## src/rtl/sample_readout.sv

```systemverilog
`default_nettype none
//------------------------------------------------------------------------------
// Module   : sample_readout
// Purpose  : Drains a logic-analyzer sample window over the 16-bit daisy-chain
//            register bus (one outstanding read at a time) and serializes each
//            returned word as two bytes, MSB first, over a valid/ready link.
// Options  : READOUT_TIMEOUT_EN - when defined, a read that gets no matching
//            response within TIMEOUT WAIT cycles abandons the run and pulses
//            error. When undefined, WAIT waits forever and error is tied 0.
// Revision : 1.0 - initial release
//------------------------------------------------------------------------------
module sample_readout #(
    parameter int BASE_ADDR = 0,
    parameter int COUNT     = 16,
    parameter int TIMEOUT   = 255
) (
    input  logic        clk,
    input  logic        rst,
    input  logic        start,
    output logic        busy,
    output logic        done,
    output logic        error,
    output logic [15:0] addr_o,
    output logic [15:0] wdata_o,
    output logic [15:0] rdata_o,
    output logic        rw_o,
    output logic        valid_o,
    input  logic [15:0] addr_i,
    input  logic [15:0] wdata_i,
    input  logic [15:0] rdata_i,
    input  logic        rw_i,
    input  logic        valid_i,
    output logic [7:0]  byte_o,
    output logic        byte_valid,
    input  logic        byte_ready
);

    localparam int                 c_IDX_W    = $clog2(COUNT + 1);
    localparam logic [15:0]        c_BASE16   = 16'(BASE_ADDR);
    localparam logic [c_IDX_W-1:0] c_LAST_IDX = c_IDX_W'(COUNT - 1);
    localparam logic [c_IDX_W-1:0] c_IDX_ONE  = c_IDX_W'(1);

    typedef enum logic [2:0] {
        S_IDLE    = 3'd0,
        S_ISSUE   = 3'd1,
        S_WAIT    = 3'd2,
        S_SEND_HI = 3'd3,
        S_SEND_LO = 3'd4,
        S_DONE    = 3'd5
    } state_t;

    state_t             r_state, w_next;
    logic [c_IDX_W-1:0] r_idx, w_idx_next;
    logic [15:0]        r_word, w_word_next;
    logic [15:0]        w_iss_addr;
    logic               w_match;
    logic               w_unused;

    logic [15:0]        r_addr_o;
    logic               r_valid_o;
    logic [7:0]         r_byte;
    logic               r_byte_valid;

    // The address of the read currently in flight; addr_o itself returns to 0
    // after ISSUE, so responses are matched against this instead.
    assign w_iss_addr = c_BASE16 + 16'(r_idx);
    assign w_match    = valid_i && !rw_i && (addr_i == w_iss_addr);

`ifdef READOUT_TIMEOUT_EN
    localparam int              c_TO_W    = $clog2(TIMEOUT + 1);
    localparam logic [c_TO_W-1:0] c_TO_LAST = c_TO_W'(TIMEOUT - 1);
    localparam logic [c_TO_W-1:0] c_TO_ONE  = c_TO_W'(1);

    logic [c_TO_W-1:0] r_wait_cnt;
    logic              w_timeout;
    logic              w_err_next;
    logic              r_error;

    // Counter holds k-1 during the k-th WAIT cycle, so the TIMEOUT-th WAIT
    // cycle without a match is the last one.
    assign w_timeout = (r_wait_cnt == c_TO_LAST);

    // WAIT-cycle counter, cleared whenever the FSM is not waiting.
    always_ff @(posedge clk) begin
        if (rst || r_state != S_WAIT) r_wait_cnt <= '0;
        else                          r_wait_cnt <= r_wait_cnt + c_TO_ONE;
    end

    // One-cycle error pulse, aligned with the return to IDLE.
    always_ff @(posedge clk) begin
        if (rst) r_error <= 1'b0;
        else     r_error <= w_err_next;
    end

    assign error    = r_error;
    assign w_unused = ^wdata_i;
`else
    assign error    = 1'b0;
    assign w_unused = ^{wdata_i, 32'(TIMEOUT)};
`endif

    // Next-state, next-index and captured-word logic.
    always_comb begin
        w_next      = r_state;
        w_idx_next  = r_idx;
        w_word_next = r_word;
`ifdef READOUT_TIMEOUT_EN
        w_err_next  = 1'b0;
`endif
        case (r_state)
            S_IDLE: begin
                if (start) begin
                    w_next     = S_ISSUE;
                    w_idx_next = '0;
                end
            end
            S_ISSUE: w_next = S_WAIT;
            S_WAIT: begin
                if (w_match) begin
                    w_word_next = rdata_i;
                    w_next      = S_SEND_HI;
                end
`ifdef READOUT_TIMEOUT_EN
                else if (w_timeout) begin
                    w_next     = S_IDLE;
                    w_err_next = 1'b1;
                end
`endif
            end
            S_SEND_HI: begin
                if (byte_ready) w_next = S_SEND_LO;
            end
            S_SEND_LO: begin
                if (byte_ready) begin
                    if (r_idx == c_LAST_IDX) begin
                        w_next = S_DONE;
                    end else begin
                        w_idx_next = r_idx + c_IDX_ONE;
                        w_next     = S_ISSUE;
                    end
                end
            end
            S_DONE:  w_next = S_IDLE;
            default: w_next = S_IDLE;
        endcase
    end

    // State, index and word registers.
    always_ff @(posedge clk) begin
        if (rst) begin
            r_state <= S_IDLE;
            r_idx   <= '0;
            r_word  <= '0;
        end else begin
            r_state <= w_next;
            r_idx   <= w_idx_next;
            r_word  <= w_word_next;
        end
    end

    // Output registers are loaded from the next state so they line up with
    // the state they describe; byte_o keeps its value outside SEND states.
    always_ff @(posedge clk) begin
        if (rst) begin
            r_addr_o     <= '0;
            r_valid_o    <= 1'b0;
            r_byte       <= '0;
            r_byte_valid <= 1'b0;
        end else begin
            r_valid_o    <= (w_next == S_ISSUE);
            r_addr_o     <= (w_next == S_ISSUE) ? (c_BASE16 + 16'(w_idx_next)) : 16'h0000;
            r_byte_valid <= (w_next == S_SEND_HI) || (w_next == S_SEND_LO);
            if (w_next == S_SEND_HI)      r_byte <= w_word_next[15:8];
            else if (w_next == S_SEND_LO) r_byte <= w_word_next[7:0];
        end
    end

    assign addr_o     = r_addr_o;
    assign valid_o    = r_valid_o;
    assign rw_o       = 1'b0;
    assign wdata_o    = 16'h0000;
    assign rdata_o    = 16'h0000;
    assign byte_o     = r_byte;
    assign byte_valid = r_byte_valid;
    assign busy       = (r_state != S_IDLE);
    assign done       = (r_state == S_DONE);

endmodule
`default_nettype wire

```

## config.mk

```make
export PLATFORM = sky130hd
export DESIGN_NAME = sample_readout
export DESIGN_NICKNAME = d
export VERILOG_FILES = /design/src/rtl/sample_readout.sv
export SDC_FILE = /design/constraint.sdc
export NUM_CORES = 1
export LEC_CHECK = 0
export BUFFER_PORTS_ARGS = -buffer_cell sky130_fd_sc_hd__clkbuf_2
export CAP_MARGIN = 20
export CELL_PAD_IN_SITES_DETAIL_PLACEMENT = 0
export CELL_PAD_IN_SITES_GLOBAL_PLACEMENT = 2
export CORE_MARGIN = 10
export CORE_UTILIZATION = 25
export DETAILED_ROUTE_END_ITERATION = 12
export GPL_ROUTABILITY_DRIVEN = 0
export GPL_TIMING_DRIVEN = 0
export PLACE_DENSITY_LB_ADDON = 0.1
export SYNTH_ARGS = -nofsm -noshare
export SYNTH_HDL_FRONTEND = slang
export SYNTH_SLANG_ARGS = --single-unit
```

## constraint.sdc

```tcl
create_clock -name clk -period 4.8 [get_ports clk]
set_input_delay 0.96 -clock clk [delete_from_list [all_inputs] [get_ports clk]]
set_output_delay 0.96 -clock clk [all_outputs]
set_load 0.005 [all_outputs]
```

# Word-level counts from Yosys, hierarchy flattened
# Index checks and enable logic that the tools add are counted.
dict set report classes {
  reduce_logical 8
  n_shift 0
  n_addsub 1
  n_lt_le_gt_ge 0
  bitwise 1
  mux 14
  mul 0
  eq_ne 10
  div 0
}
# op n
set op_table {}
lappend op_table {{$mux 16} 2}
lappend op_table {{$eq 16x5->1} 1}
lappend op_table {{$mux 8} 2}
lappend op_table {{$mux 3} 5}
lappend op_table {{$mux 5} 3}
lappend op_table {{$pmux 3 s5} 1}
lappend op_table {{$pmux 5 s2} 1}
lappend op_table {{$eq 3x2->1 const B} 3}
lappend op_table {{$eq 3x3->1 const B} 3}
lappend op_table {{$eq 3x1->1 const B} 2}
lappend op_table {{$add 5x1->5 const B} 1}
lappend op_table {{$eq 5x4->1 const B} 1}
lappend op_table {{$logic_not 3->1} 1}
lappend op_table {{$reduce_bool 3->1} 1}
lappend op_table {{$logic_and 1x1->1} 2}
lappend op_table {{$reduce_bool 2->1} 1}
lappend op_table {{$reduce_or 2->1} 1}
lappend op_table {{$logic_not 1->1} 1}
lappend op_table {{$logic_or 1x1->1} 1}
lappend op_table {{$not 1->1} 1}
dict set report word_totals {
  wordCells 42
  out_inout_bits 62
  ff_bits 50
  latchBits 0
  ram_bits 0
  mem_bits_ro 0
  memories 0
}

# Depth between registers and ports, before layout
dict set report logic_depth {
  ltp_word 8
  mapped_depth 8
  depth_no_buf 6
}

# Worst setup path after synthesis
# Ideal clock, no wire load.
dict set report synth_timing {
  path_kind {input to register}
  startpoint {input addr_i[5]}
  endpoint {register r_word[0]}
  required_time_ps 4672
  path_stages 7
  setup_slack_ps 2596
  t_arrival_ps 2076
  cell_sequence {nor4_1 nand4_1 nor3_2 buf_6 buf_6 mux2i_1 nor2_1}
}
dict set report synth_between {
  elab_chain_len 4
}
# item line_no
set synth_rtl {}
lappend synth_rtl {{start, declared} 28} ;# input logic [15:0] addr_i,
lappend synth_rtl {{$eq 16x5->1} 67} ;# assign w_match = valid_i && !rw_i && (addr_i == w_iss_addr);
lappend synth_rtl {{$logic_and 1x1->1} 67}
lappend synth_rtl {{$mux 16} 119} ;# if (w_match) begin
lappend synth_rtl {{$mux 16} 110} ;# case (r_state)
lappend synth_rtl {{end signal, assigned} 157} ;# r_word <= w_word_next;
lappend synth_rtl {{end, declared} 54} ;# logic [15:0] r_word, w_word_next;
# Every way passes these cells.
# A chain may end at the register's enable or synchronous reset.

# Final worst setup path
dict set report layout_timing {
  startpoint {register r_state[2]}
  endpoint {output busy}
}
dict set report layout_between {
  elab_chain_len 1
}
# item line_no
set layout_rtl {}
lappend layout_rtl {{start, declared} 52} ;# state_t r_state, w_next;
lappend layout_rtl {{start signal, assigned} 155} ;# r_state <= w_next;
lappend layout_rtl {{$reduce_bool 3->1} 185} ;# assign busy = (r_state != S_IDLE);
lappend layout_rtl {{end, declared} 20} ;# output logic busy,
# Every way passes these cells.

==> summary.md <==
| Metric | Value |
|---|---|
| Outcome | completed |
| CTS max path bufs | 2 |
| Initial Util | 25.8% |
| Area Growth Syn to Fin | 33.5% |
| Synth cell types | 39 |
| Post-CTS Setup Bufs | 0 |
| Synth area leaders | dfxtp_1 39%, buf_4 17%, mux2i_1 9.0% |
| Die height | 110 µm |
| Synth top area share | 39.0% |
| Standard-cell rows | 32 |
| Worst setup EP type | output pin |
| H-tree depth | 2 |
| Syn avg cell area | 8.83 µm² |
| PortBufs | 53 |
| Die area | 12000 µm² |
| Critical path class | register to output pin |
| Reg-to-reg critical path startpoint | r_state[1]$_SDFF_PP0_ |
| Most frequent cell after synthesis | buf_4 |
| Slew of the pin with the lowest slew margin | 0.609 ns |
| Hold_ws | 0.471 ns |
| Initial drt markers | 87 |
| R2R Path End | r_word[6]$_SDFF_PP0_ |
| CTS root buf | clkbuf_8 |
| Final setup violation count | 0 |
| Worst reg-to-reg path cell count | 7 |
| Vias | 1650 |
| Total wire length | 5490 µm |
| Finished Core Util | 34.4% |
| Seq/Total Area, Yosys | 39.0% |
| Fmax | 0.417 GHz |
| Register Area | 781 µm² |
| Worst Path Required | 3.84 ns |
| Max-slew violation count | 0 |
| Tot Pwr | 0.687 mW |
| Ys Warns | 0 |
| TritonRoute pass-1 iters | 5 |
| Cts hold-fix bufs | 0 |
| CP startpoint | r_state[2]$_SDFF_PP0_ |
| Design area | 2680 µm² |
| CP Capture Point | busy |
| Worst IR drop on VDD | 0.000103 V |
| Antenna Cells | 0 |
| Placed cell count | 426 |
| Avg WL per Cell | 12.6 µm |
| Pin count of the biggest net entering global routing | 14 |
| Layout fillers | 845 |
| Syn Inst Count | 227 |
| TritonCTS clock tree | built |
| HP Class | register to register |
| R2R Setup Slk | 2.85 ns |
| Post-synth EDFFs | 0 |
| Seq cells post-synth | 39 |
| Tot GR Track Use | 8.98% |
| Period utilization | 49.9% |
| # clock sinks | 39 |
| Total CTS buffers | 5 |
| Worst Skew | 0.00647 ns |
| Post-detail-place hpwl | 4420 µm |
| Crit-path max FO | 10 |
| Core Region | 7770 µm² |
| Period minus WS final | 2.40 ns |
| Antenna violations before repair | 0 |
| Final non-filler cell total | 434 |
| RSZ-0062 raised after global routing | false |
| Slew headroom | 59.4% |
| Synth Flop Type | dfxtp_1 |
| Setup TNS | 0 ns |
| Nets | 386 |
| DP Area | 2560 µm² |
| Power density over cell area | 257 nW/µm² |
| Worst endpoint data arrival time | 1.44 ns |
| I/O pin count | 116 |
| Clk slew on worst S/H paths | 0.08 ns |
| DR vias/cell | 3.80 |
| Most area-hungry cell type in the Yosys netlist | dfxtp_1 |
| Maxcap violations | 0 |
| Global route overflow | 0 |
| Mapped Area | 2000 µm² |
| Slack of the critical path | 2.40 ns |
| Setup WS pre-CTS | 2.14 ns |
| Synth cell count leaders | 45 x buf_4, 39 x dfxtp_1, 30 x nor2_1 |
| Final Hold Fails | 0 |
| Multi-input logic area | 955 µm² |
| Latest clock arrival within the worst-skew pair | 0.29 ns |
| Layout cells sized above 1 | 34.6% |
| DRC | 0 |
| Async S/R FF share, synth | 0% |
| Global-route wire length before repair | 8580 µm |
| Resized Gates After CTS | 0 |
| Width of the chip | 110 µm |
| Worst setup SP type | register |
| ANT nets after route | 0 |
| Vias in the first global route | 1789 |
| Static leakage | 1.27 nW |
[state kept, by name, indices dropped and copies added, names as in the netlist]
register    count
byte_o          8
valid_o         1
r_idx           5
r_word         16
r_state         3
addr_o          5
byte_valid      1
[worst max-delay path, stage by stage, from the launching register on]
cell and delay, ns:
dfxtp_1 0.30, buf_2 0.17, buf_2 0.19, or3_1 0.37, clkbuf_2 0.12
[cell usage in the layout (no fill, tap or decap), types with 2 or more instances in the layout]
cell       instances
o221ai_1           8
o2bb2ai_1          2
clkbuf_8           5
dfxtp_1           39
xnor2_1            5
buf_2              2
nor4_1             4
buf_6              2
conb_1            45
mux2i_1           18
or3_1              2
nor2b_1            2
nand2_1           11
nand3b_1           2
nand3_1            4
inv_1             12
and3_1             3
nand2b_1           2
o21ai_0            4
and2_1             2
a21oi_1            6
nor2_1            30
clkbuf_1           5
buf_4             45
clkbuf_2          53
[how the worst min path moves through the flow]
stage                    startpoint                      to  slack (ns)  depth (start not counted)
3_5_place_dp   r_word[7]$_SDFF_PP0_  byte_o[7]$_SDFFE_PP0P_        0.46                          2
5_1_grt        r_word[5]$_SDFF_PP0_  byte_o[5]$_SDFFE_PP0P_        0.51                          2
3_3_place_gp   r_word[7]$_SDFF_PP0_  byte_o[7]$_SDFFE_PP0P_        0.46                          2
4_1_cts        r_word[7]$_SDFF_PP0_  byte_o[7]$_SDFFE_PP0P_        0.48                          2
2_1_floorplan  r_word[0]$_SDFF_PP0_  byte_o[0]$_SDFFE_PP0P_        0.43                          2
6_report       r_word[7]$_SDFF_PP0_  byte_o[7]$_SDFFE_PP0P_        0.47                          2
[layer usage]
layer,up-vias,global-route usage [%],share of wire (%),wire (µm)
met5,-,0,0,0
met4,0,4.18,1.7,96
met3,5,3.45,11,628
met2,68,12.9,41,2250
met1,690,11.6,46,2510
li1,887,-,-,-
[cell families after synthesis]
family                     synth area share (%)
and+or+nand+nor                            17.2
buffers and inverters                      21.7
DFF                                        39.0
AOI/OAI and AO/OA                          10.2
muxes                                      8.99
xor gates and xnor gates                   2.18
adders and majority gates                 0.624
other                                     0.187
[report_power, final]
| part | internal (mW) | switching [mW] |
|---|---|---|
| Clock | 0.155 | 0.118 |
| Sequential | 0.326 | 0.00334 |
| Combinational | 0.0457 | 0.0399 |
| Total | 0.526 | 0.161 |
[area by class of cell]
cell class / instances / area share, %
inverter: 12 / 1.68
clock buffer: 5 / 2.57
timing repair buffer: 53 / 9.92
clock inverter: 3 / 1.64
sequential: 39 / 29.2
buffer: 54 / 14.5
multi-input combinational: 166 / 35.7
tap: 102 / 4.77
Note: power is estimated with default switching activity, not from simulation.
